--- src/rtl/reg_wb_sched_pkg.sv ---
// Core-wide constants and types shared by the register writeback scheduler.
// The writeback source enum doubles as the round-robin "last granted" pointer.
package reg_wb_sched_pkg;

    localparam int XLEN = 32;
    localparam int NREG = 32;
    localparam int AW   = $clog2(NREG);

    typedef enum logic {
        WB_SRC_ALU = 1'b0,
        WB_SRC_LSU = 1'b1
    } wb_src_e;

    localparam logic [AW-1:0] REG_ZERO = '0;

endpackage

--- src/rtl/reg_wb_sched_arb.sv ---
// Two-way round-robin arbiter for the writeback port.
// Bit 0 is the ALU and bit 1 the LSU; on a tie the source not granted most recently wins.
module wb_rr_arb
    import reg_wb_sched_pkg::*;
(
    input  logic       clk,
    input  logic       rst,
    input  logic [1:0] valid,
    output logic [1:0] grant
);

    wb_src_e last_reg;
    wb_src_e last_next;

    // Grants are suppressed while reset is high so requesters never see a
    // handshake that the discarded pipeline would lose.
    always_comb begin
        grant     = 2'b00;
        last_next = last_reg;
        if (!rst) begin
            if (valid == 2'b11) begin
                grant = (last_reg == WB_SRC_ALU) ? 2'b10 : 2'b01;
            end else begin
                grant = valid;
            end
        end
        if (grant[0]) begin
            last_next = WB_SRC_ALU;
        end else if (grant[1]) begin
            last_next = WB_SRC_LSU;
        end
    end

    always_ff @(posedge clk) begin
        if (rst) begin
            last_reg <= WB_SRC_LSU;
        end else begin
            last_reg <= last_next;
        end
    end

endmodule

--- src/rtl/reg_wb_sched.sv ---
// Register scoreboard plus writeback scheduler: stalls issue on RAW/WAW hazards and
// funnels ALU/LSU writebacks through one registered stage onto the register file write port.
module reg_wb_sched
    import reg_wb_sched_pkg::*;
(
    input  logic            clk,
    input  logic            rst,
    input  logic            issue_valid,
    input  logic [AW-1:0]   issue_rs1,
    input  logic [AW-1:0]   issue_rs2,
    input  logic [AW-1:0]   issue_rd,
    input  logic            issue_uses_rd,
    output logic            issue_stall,
    input  logic            alu_wb_valid,
    input  logic [AW-1:0]   alu_wb_addr,
    input  logic [XLEN-1:0] alu_wb_data,
    output logic            alu_wb_ready,
    input  logic            lsu_wb_valid,
    input  logic [AW-1:0]   lsu_wb_addr,
    input  logic [XLEN-1:0] lsu_wb_data,
    output logic            lsu_wb_ready,
    output logic            rf_we,
    output logic [AW-1:0]   rf_waddr,
    output logic [XLEN-1:0] rf_wdata,
    output logic [NREG-1:0] busy_vec,
    output logic            sb_err
);

    logic [NREG-1:0] busy_reg;
    logic [NREG-1:0] busy_next;
    logic            rf_we_reg;
    logic [AW-1:0]   rf_waddr_reg;
    logic [XLEN-1:0] rf_wdata_reg;
    logic            sb_err_reg;

    logic            issue_accept;
    logic [1:0]      wb_grant;
    logic            wb_any;
    logic [AW-1:0]   wb_addr_sel;
    logic [XLEN-1:0] wb_data_sel;
    logic            wb_writes;
    logic            wb_err_hit;

    // Hazard check looks only at registered busy bits; a same-cycle clear does not release it.
    assign issue_stall  = issue_valid & (busy_reg[issue_rs1] | busy_reg[issue_rs2] |
                                         (issue_uses_rd & busy_reg[issue_rd]));
    assign issue_accept = issue_valid & ~issue_stall & issue_uses_rd & (issue_rd != REG_ZERO);

    wb_rr_arb u_arb (
        .clk   (clk),
        .rst   (rst),
        .valid ({lsu_wb_valid, alu_wb_valid}),
        .grant (wb_grant)
    );

    assign alu_wb_ready = wb_grant[WB_SRC_ALU];
    assign lsu_wb_ready = wb_grant[WB_SRC_LSU];
    assign wb_any       = |wb_grant;
    assign wb_addr_sel  = wb_grant[WB_SRC_LSU] ? lsu_wb_addr : alu_wb_addr;
    assign wb_data_sel  = wb_grant[WB_SRC_LSU] ? lsu_wb_data : alu_wb_data;
    assign wb_writes    = wb_any & (wb_addr_sel != REG_ZERO);
    assign wb_err_hit   = wb_writes & ~busy_reg[wb_addr_sel];

    // Per-register next state: a new issue (set) takes precedence over the registered write (clear).
    genvar gi;
    generate
        for (gi = 0; gi < NREG; gi++) begin : g_busy
            if (gi == 0) begin : g_zero
                assign busy_next[gi] = 1'b0;
            end else begin : g_reg
                assign busy_next[gi] =
                    (issue_accept && (issue_rd == AW'(gi))) ||
                    (busy_reg[gi] && !(rf_we_reg && (rf_waddr_reg == AW'(gi))));
            end
        end
    endgenerate

    always_ff @(posedge clk) begin
        if (rst) begin
            busy_reg     <= '0;
            rf_we_reg    <= 1'b0;
            rf_waddr_reg <= '0;
            rf_wdata_reg <= '0;
            sb_err_reg   <= 1'b0;
        end else begin
            busy_reg  <= busy_next;
            rf_we_reg <= wb_writes;
            // Address/data only move on a real write so they hold while rf_we is low.
            if (wb_writes) begin
                rf_waddr_reg <= wb_addr_sel;
                rf_wdata_reg <= wb_data_sel;
            end
            if (wb_err_hit) begin
                sb_err_reg <= 1'b1;
            end
        end
    end

    assign rf_we    = rf_we_reg;
    assign rf_waddr = rf_waddr_reg;
    assign rf_wdata = rf_wdata_reg;
    assign busy_vec = busy_reg;
    assign sb_err   = sb_err_reg;

endmodule

--- config.mk ---
export PLATFORM = sky130hd
export DESIGN_NAME = reg_wb_sched
export DESIGN_NICKNAME = d
export VERILOG_FILES = /design/src/rtl/reg_wb_sched_pkg.sv /design/src/rtl/reg_wb_sched_arb.sv /design/src/rtl/reg_wb_sched.sv
export SDC_FILE = /design/constraint.sdc
export NUM_CORES = 1
export LEC_CHECK = 0
export BUFFER_PORTS_ARGS = -buffer_cell sky130_fd_sc_hd__buf_4
export CAP_MARGIN = 40
export CORE_MARGIN = 8
export CORE_UTILIZATION = 49
export CTS_CLUSTER_DIAMETER = 150
export DETAILED_ROUTE_END_ITERATION = 10
export GPL_TIMING_DRIVEN = 1
export MAX_ROUTING_LAYER = met4
export PLACE_DENSITY = 0.91
export SLEW_MARGIN = 15
export SYNTH_ARGS = -nofsm -noshare
export SYNTH_HDL_FRONTEND = slang
export SYNTH_SLANG_ARGS = --single-unit
--- constraint.sdc ---
create_clock -name clk -period 3.15 [get_ports clk]
set_clock_uncertainty 0.2 [all_clocks]
set_input_delay 0.1575 -clock clk [delete_from_list [all_inputs] [get_ports clk]]
set_output_delay 0.1575 -clock clk [all_outputs]
set_load 0.02 [all_outputs]
==> impl_summary.md <==
Run status
The run finished with clean final reports.

Placed design
In this run the tool buffered the top-level ports with between 150 and 200 buffer cells. The wire-length estimate of the detail-placed layout is ~12000 um. Once placement completed, the tool counted placed cells totaling ~740.

The final weighted congestion of routability-driven global placement is between 0.9 and 1.

CTS
The TritonCTS clock tree is done. Clock-pin slew was measured on the worst setup and hold paths at ~0.08 ns. Clock tree synthesis selected as its root buffer the cell clkbuf_8.

The clock latency reported for the late side of the worst-skew pair is roughly 0.35 ns. The longest clock path from root to sink contains 2 buffers. Clock tree synthesis inserted a total of 9 buffers. CTS built an H-tree with a depth of 3. CTS saw 71 sinks.

The post-CTS repair timing setup buffer count is 0.

Synthesis
The post-synthesis sequential area ratio is 0.334. Of the total synthesized cell area, the portion taken by AND, OR, NAND and NOR gates is 0.210. The share of flip-flops with an asynchronous set or reset after synthesis is 0.

The mean post-synth cell area is about 8.6 um2. After synthesis, the largest family of logic cells by area is simple AND/OR/NAND/NOR gates. The synthesized-area fraction occupied by xor and xnor cells is 0. Counting flops and latches in the post-synthesis netlist gives about 70. In the synthesized netlist, the number of instances is just under 500. The synthesized netlist occupies a cell area of 4260 um2. In this run, distinct cell masters in the synthesized netlist total 49.

Measured against the total synthesized area, the mux share comes to 0.203. The number of enable-type register cells in the synthesized netlist is 0. For this run, the number of Yosys warnings is 0. The compound-gate portion of the synthesized area came to 0.208. Of the total synthesized cell area, the portion taken by full adders, half adders and majority gates is 0. The synthesized netlist net count is slightly below 600.

The most used flip-flop cell after synthesis is dfxtp_1.

Worst setup path
In this run the critical register-to-register path is launched from u_arb.last_reg. The data required time of the critical path is 3.25 ns. Measured in cells, the most critical reg-to-reg path has a length of 7. The internal reg-to-reg setup slack is 0.02 ns. Data on the critical path arrives at its endpoint at ~3.2 ns. The terminus of the critical flop-to-flop path is rf_wdata[30]. STA classifies the critical path endpoint as a flip-flop. STA classifies the critical path startpoint as a flip-flop. The highest net fanout along the worst path is between 60 and 70. The critical path is of the reg2reg type.

Drt
The DRC marker count from the first detailed-route iteration is 700. After detailed routing, the number of vias per cell comes to ~6.8. In the final routed layout, each cell accounts on average for between 20 and 30 um. The detail route stage leaves a number of antenna-violating nets equal to 0.

The via count of the routed design is approximately 5600. The number of detailed-routing iterations run before antenna repair is 7. After detailed routing, the total wire length is roughly 21000 um. After detailed routing, the number of remaining DRC violations is 0.

Power and ir drop
Summed over all nets, the switching power comes to approximately 760 uW. The total power draw is about 2600 uW. The clock network power share is 0.356. The leakage power total is approximately 0.0028 uW. IR analysis of the VDD net gives a maximum drop of 0.000281 V. The share of total power dissipated in sequential elements is 0.389. The power per standard cell area is a little under 400 nW/um2. The logic gate share of total power is 0.255. The internal portion of the total power is between 1500 and 2000 uW. Of the total power, the share spent switching nets is 0.299.

Cells and area
The layout filler cell count is between 500 and 600. The area taken by flip-flops and latches is between 1000 and 1500 um2. Of the cells placed in the final design, the portion with a size suffix greater than 1 is 0.317. After the last flow step, the layout net total stands at between 800 and 900. The number of flip-flops in the largest register is 32.

The area added between synthesis and finish is 53.7%. Leaving out filler cells and counting taps, the final layout contains 823. The combined area of the multi-input logic cells is between 2000 and 3000 um2. The number of antenna cells inserted is 0.

Floorplan
The number of I/O pins is between 150 and 200. The die boundary width is about 110 um. The floorplan step defined a core boundary enclosing ~8600 um2. Measured along the y axis, the die boundary spans approximately 110 um. The effective utilization at floorplan is 0.498. Row generation in the floorplan step produced 34 rows. The overall die area is roughly 12000 um2.

GRT
The fraction of met3 tracks used by global routing is 0.112. The number of global-route vias before repair is around 5700. The total grt overflow is 0. The pin count of the biggest net entering global routing is 67. In the global route stage, met1 resource usage came out at 0.411.

The first global-routing pass estimated approximately 31000 um of wire. The met2 capacity usage during global routing is 0.531. The layer flagged by global routing as most heavily used is met2.

The total routing usage reported by global routing is 0.351. The initial antenna violation count was 0.

Flow run
The reported max-cap violation count is 0.

STA
The number of hold violations in the final report is 0. In the finished design, the share of the clock period the worst path needs comes to 0.994. The relative slew slack is 0.493. For the pin with the worst max-slew slack, the measured transition is approximately 0.76 ns. For the final routed database, the setup TNS stands at 0 ns. The count of pins over their slew limit came to 0. Derived from the worst setup path, the maximum achievable clock frequency is around 320 MHz. Across all hold checks on the routed design, the worst slack comes to around 0.0063 ns. For the finished layout, the period the worst path requires is ~3.1 ns.

The final count of negative-setup-slack endpoints is 0.

Min path
The hold path depth is 3. The worst hold path begins at alu_wb_valid. The end of the worst hold path is rf_waddr[1].

The min-delay analysis places its worst path in the category in2reg.
[power groups by stage]
stage | registers [uW] | clock network, uW | logic, uW
after floorplan | 1050 | 0 | 227
after CTS | 984 | 895 | 587
after detailed placement | 1000 | 0 | 511
after global routing | 995 | 943 | 678
final | 993 | 908 | 650
after global placement | 1000 | 0 | 503
[worst max path at each step]
stage	startpoint	to	slack, ns	depth (start not counted)
floorplan	busy_vec[11]	busy_vec[20]	0.48	6
global placement	issue_rs1[0]	busy_vec[1]	0.33	7
detailed placement	issue_rs1[0]	busy_vec[1]	0.30	7
CTS	u_arb.last_reg	rf_wdata[3]	0.01	8
global route	u_arb.last_reg	rf_wdata[30]	-0.06	7
finish	u_arb.last_reg	rf_wdata[30]	0.02	7
[synth_stat cells, types with 3 or more instances]
cell,number,area (um2)
o41ai_1,3,26.3
nand3b_1,4,30.0
and2_1,3,18.8
inv_1,6,22.5
nor2_1,48,180
clkbuf_1,34,128
or3_1,4,25.0
a211oi_1,4,30.0
mux2_2,8,90.1
dfxtp_1,71,1420
a311oi_1,34,298
mux4_2,20,450
nand2_1,89,334
o311ai_0,5,43.8
nor3_1,6,30.0
a21oi_1,13,65.1
mux2i_1,19,190
mux4_1,5,131
nor3b_1,4,30.0
nand2b_1,10,62.6
and3_1,4,25.0
nor2b_1,5,31.3
o21ai_0,17,85.1
o22ai_1,3,18.8
o21ai_1,18,90.1
nand3_1,12,60.1
o211ai_1,18,135
[per-stage QoR]
stage | setup WS, ns | instance area, um2 | utilization
after floorplan | 0.478 | 4260 | -
after global placement | 0.332 | 5560 | 0.650
after detailed placement | 0.301 | 5560 | 0.650
after CTS | 0.0130 | 6480 | 0.758
after global routing | -0.0605 | 6540 | 0.765
final | 0.0202 | 6540 | 0.765
[per-layer routing]
layer	part of all wire	vias up	routed length [um]
li1	-	2288	-
met1	0.35	2581	7290
met2	0.45	599	9320
met3	0.15	122	3030
met4	0.058	0	1220
met5	0	-	0
[timing repair]
| action | 4_1_cts | 5_1_grt |
|---|---|---|
| gates resized for setup | 0 | 11 |
| endpoints found under the setup margin | 0 | 17 |
| endpoints found under the hold margin | 45 | 1 |
| hold buffers | 68 | 1 |
[worst max-delay path, cell delays in order, from the launching register on]
cell	delay (ns)
dfxtp_1	0.38
nand2_1	0.17
nand2_4	0.16
mux2_2	0.40
o41a_4	0.50
buf_12	0.22
a311oi_1	0.39
dlygate4sd3_1	0.63
[cell usage in the layout (no fill, tap or decap), types with 4 or more instances in the layout]
cell / Yosys / routed
buf_4: 1 / 176
nand2_1: 89 / 88
dfxtp_1: 71 / 71
dlygate4sd3_1: 0 / 69
nor2_1: 48 / 47
a311oi_1: 34 / 32
mux4_2: 20 / 20
mux2i_1: 19 / 19
o21ai_1: 18 / 19
o211ai_1: 18 / 18
o21ai_0: 17 / 16
a21oi_1: 13 / 13
nand3_1: 12 / 12
nand2b_1: 10 / 10
clkbuf_8: 0 / 10
mux2_2: 8 / 8
inv_1: 6 / 6
nor3_1: 6 / 6
mux4_1: 5 / 5
nor2b_1: 5 / 5
o311ai_0: 5 / 5
and3_1: 4 / 4
nor3b_1: 4 / 4
nand3b_1: 4 / 4
or3_1: 4 / 4
a211oi_1: 4 / 4
[cell families (layout without fill, tap and decap cells)]
kind of cell | count (synthesis) | after routing
AO/OA/AOI/OAI | 125 | 125
multiplexers | 52 | 52
buffers and inverters | 47 | 269
flip-flops | 71 | 71
AND/OR/NAND/NOR | 197 | 197
other | 1 | 1
[cell type report]
class                   instances  area share
multi-input cells             375       0.409
repair buffers                246       0.311
flip-flops and latches         71       0.217
clock buffers                  10      0.0210
well taps                     108      0.0207
clock inverters                 5      0.0163
inverters                       8     0.00459
No activity file was read; power rests on OpenSTA's default activity.
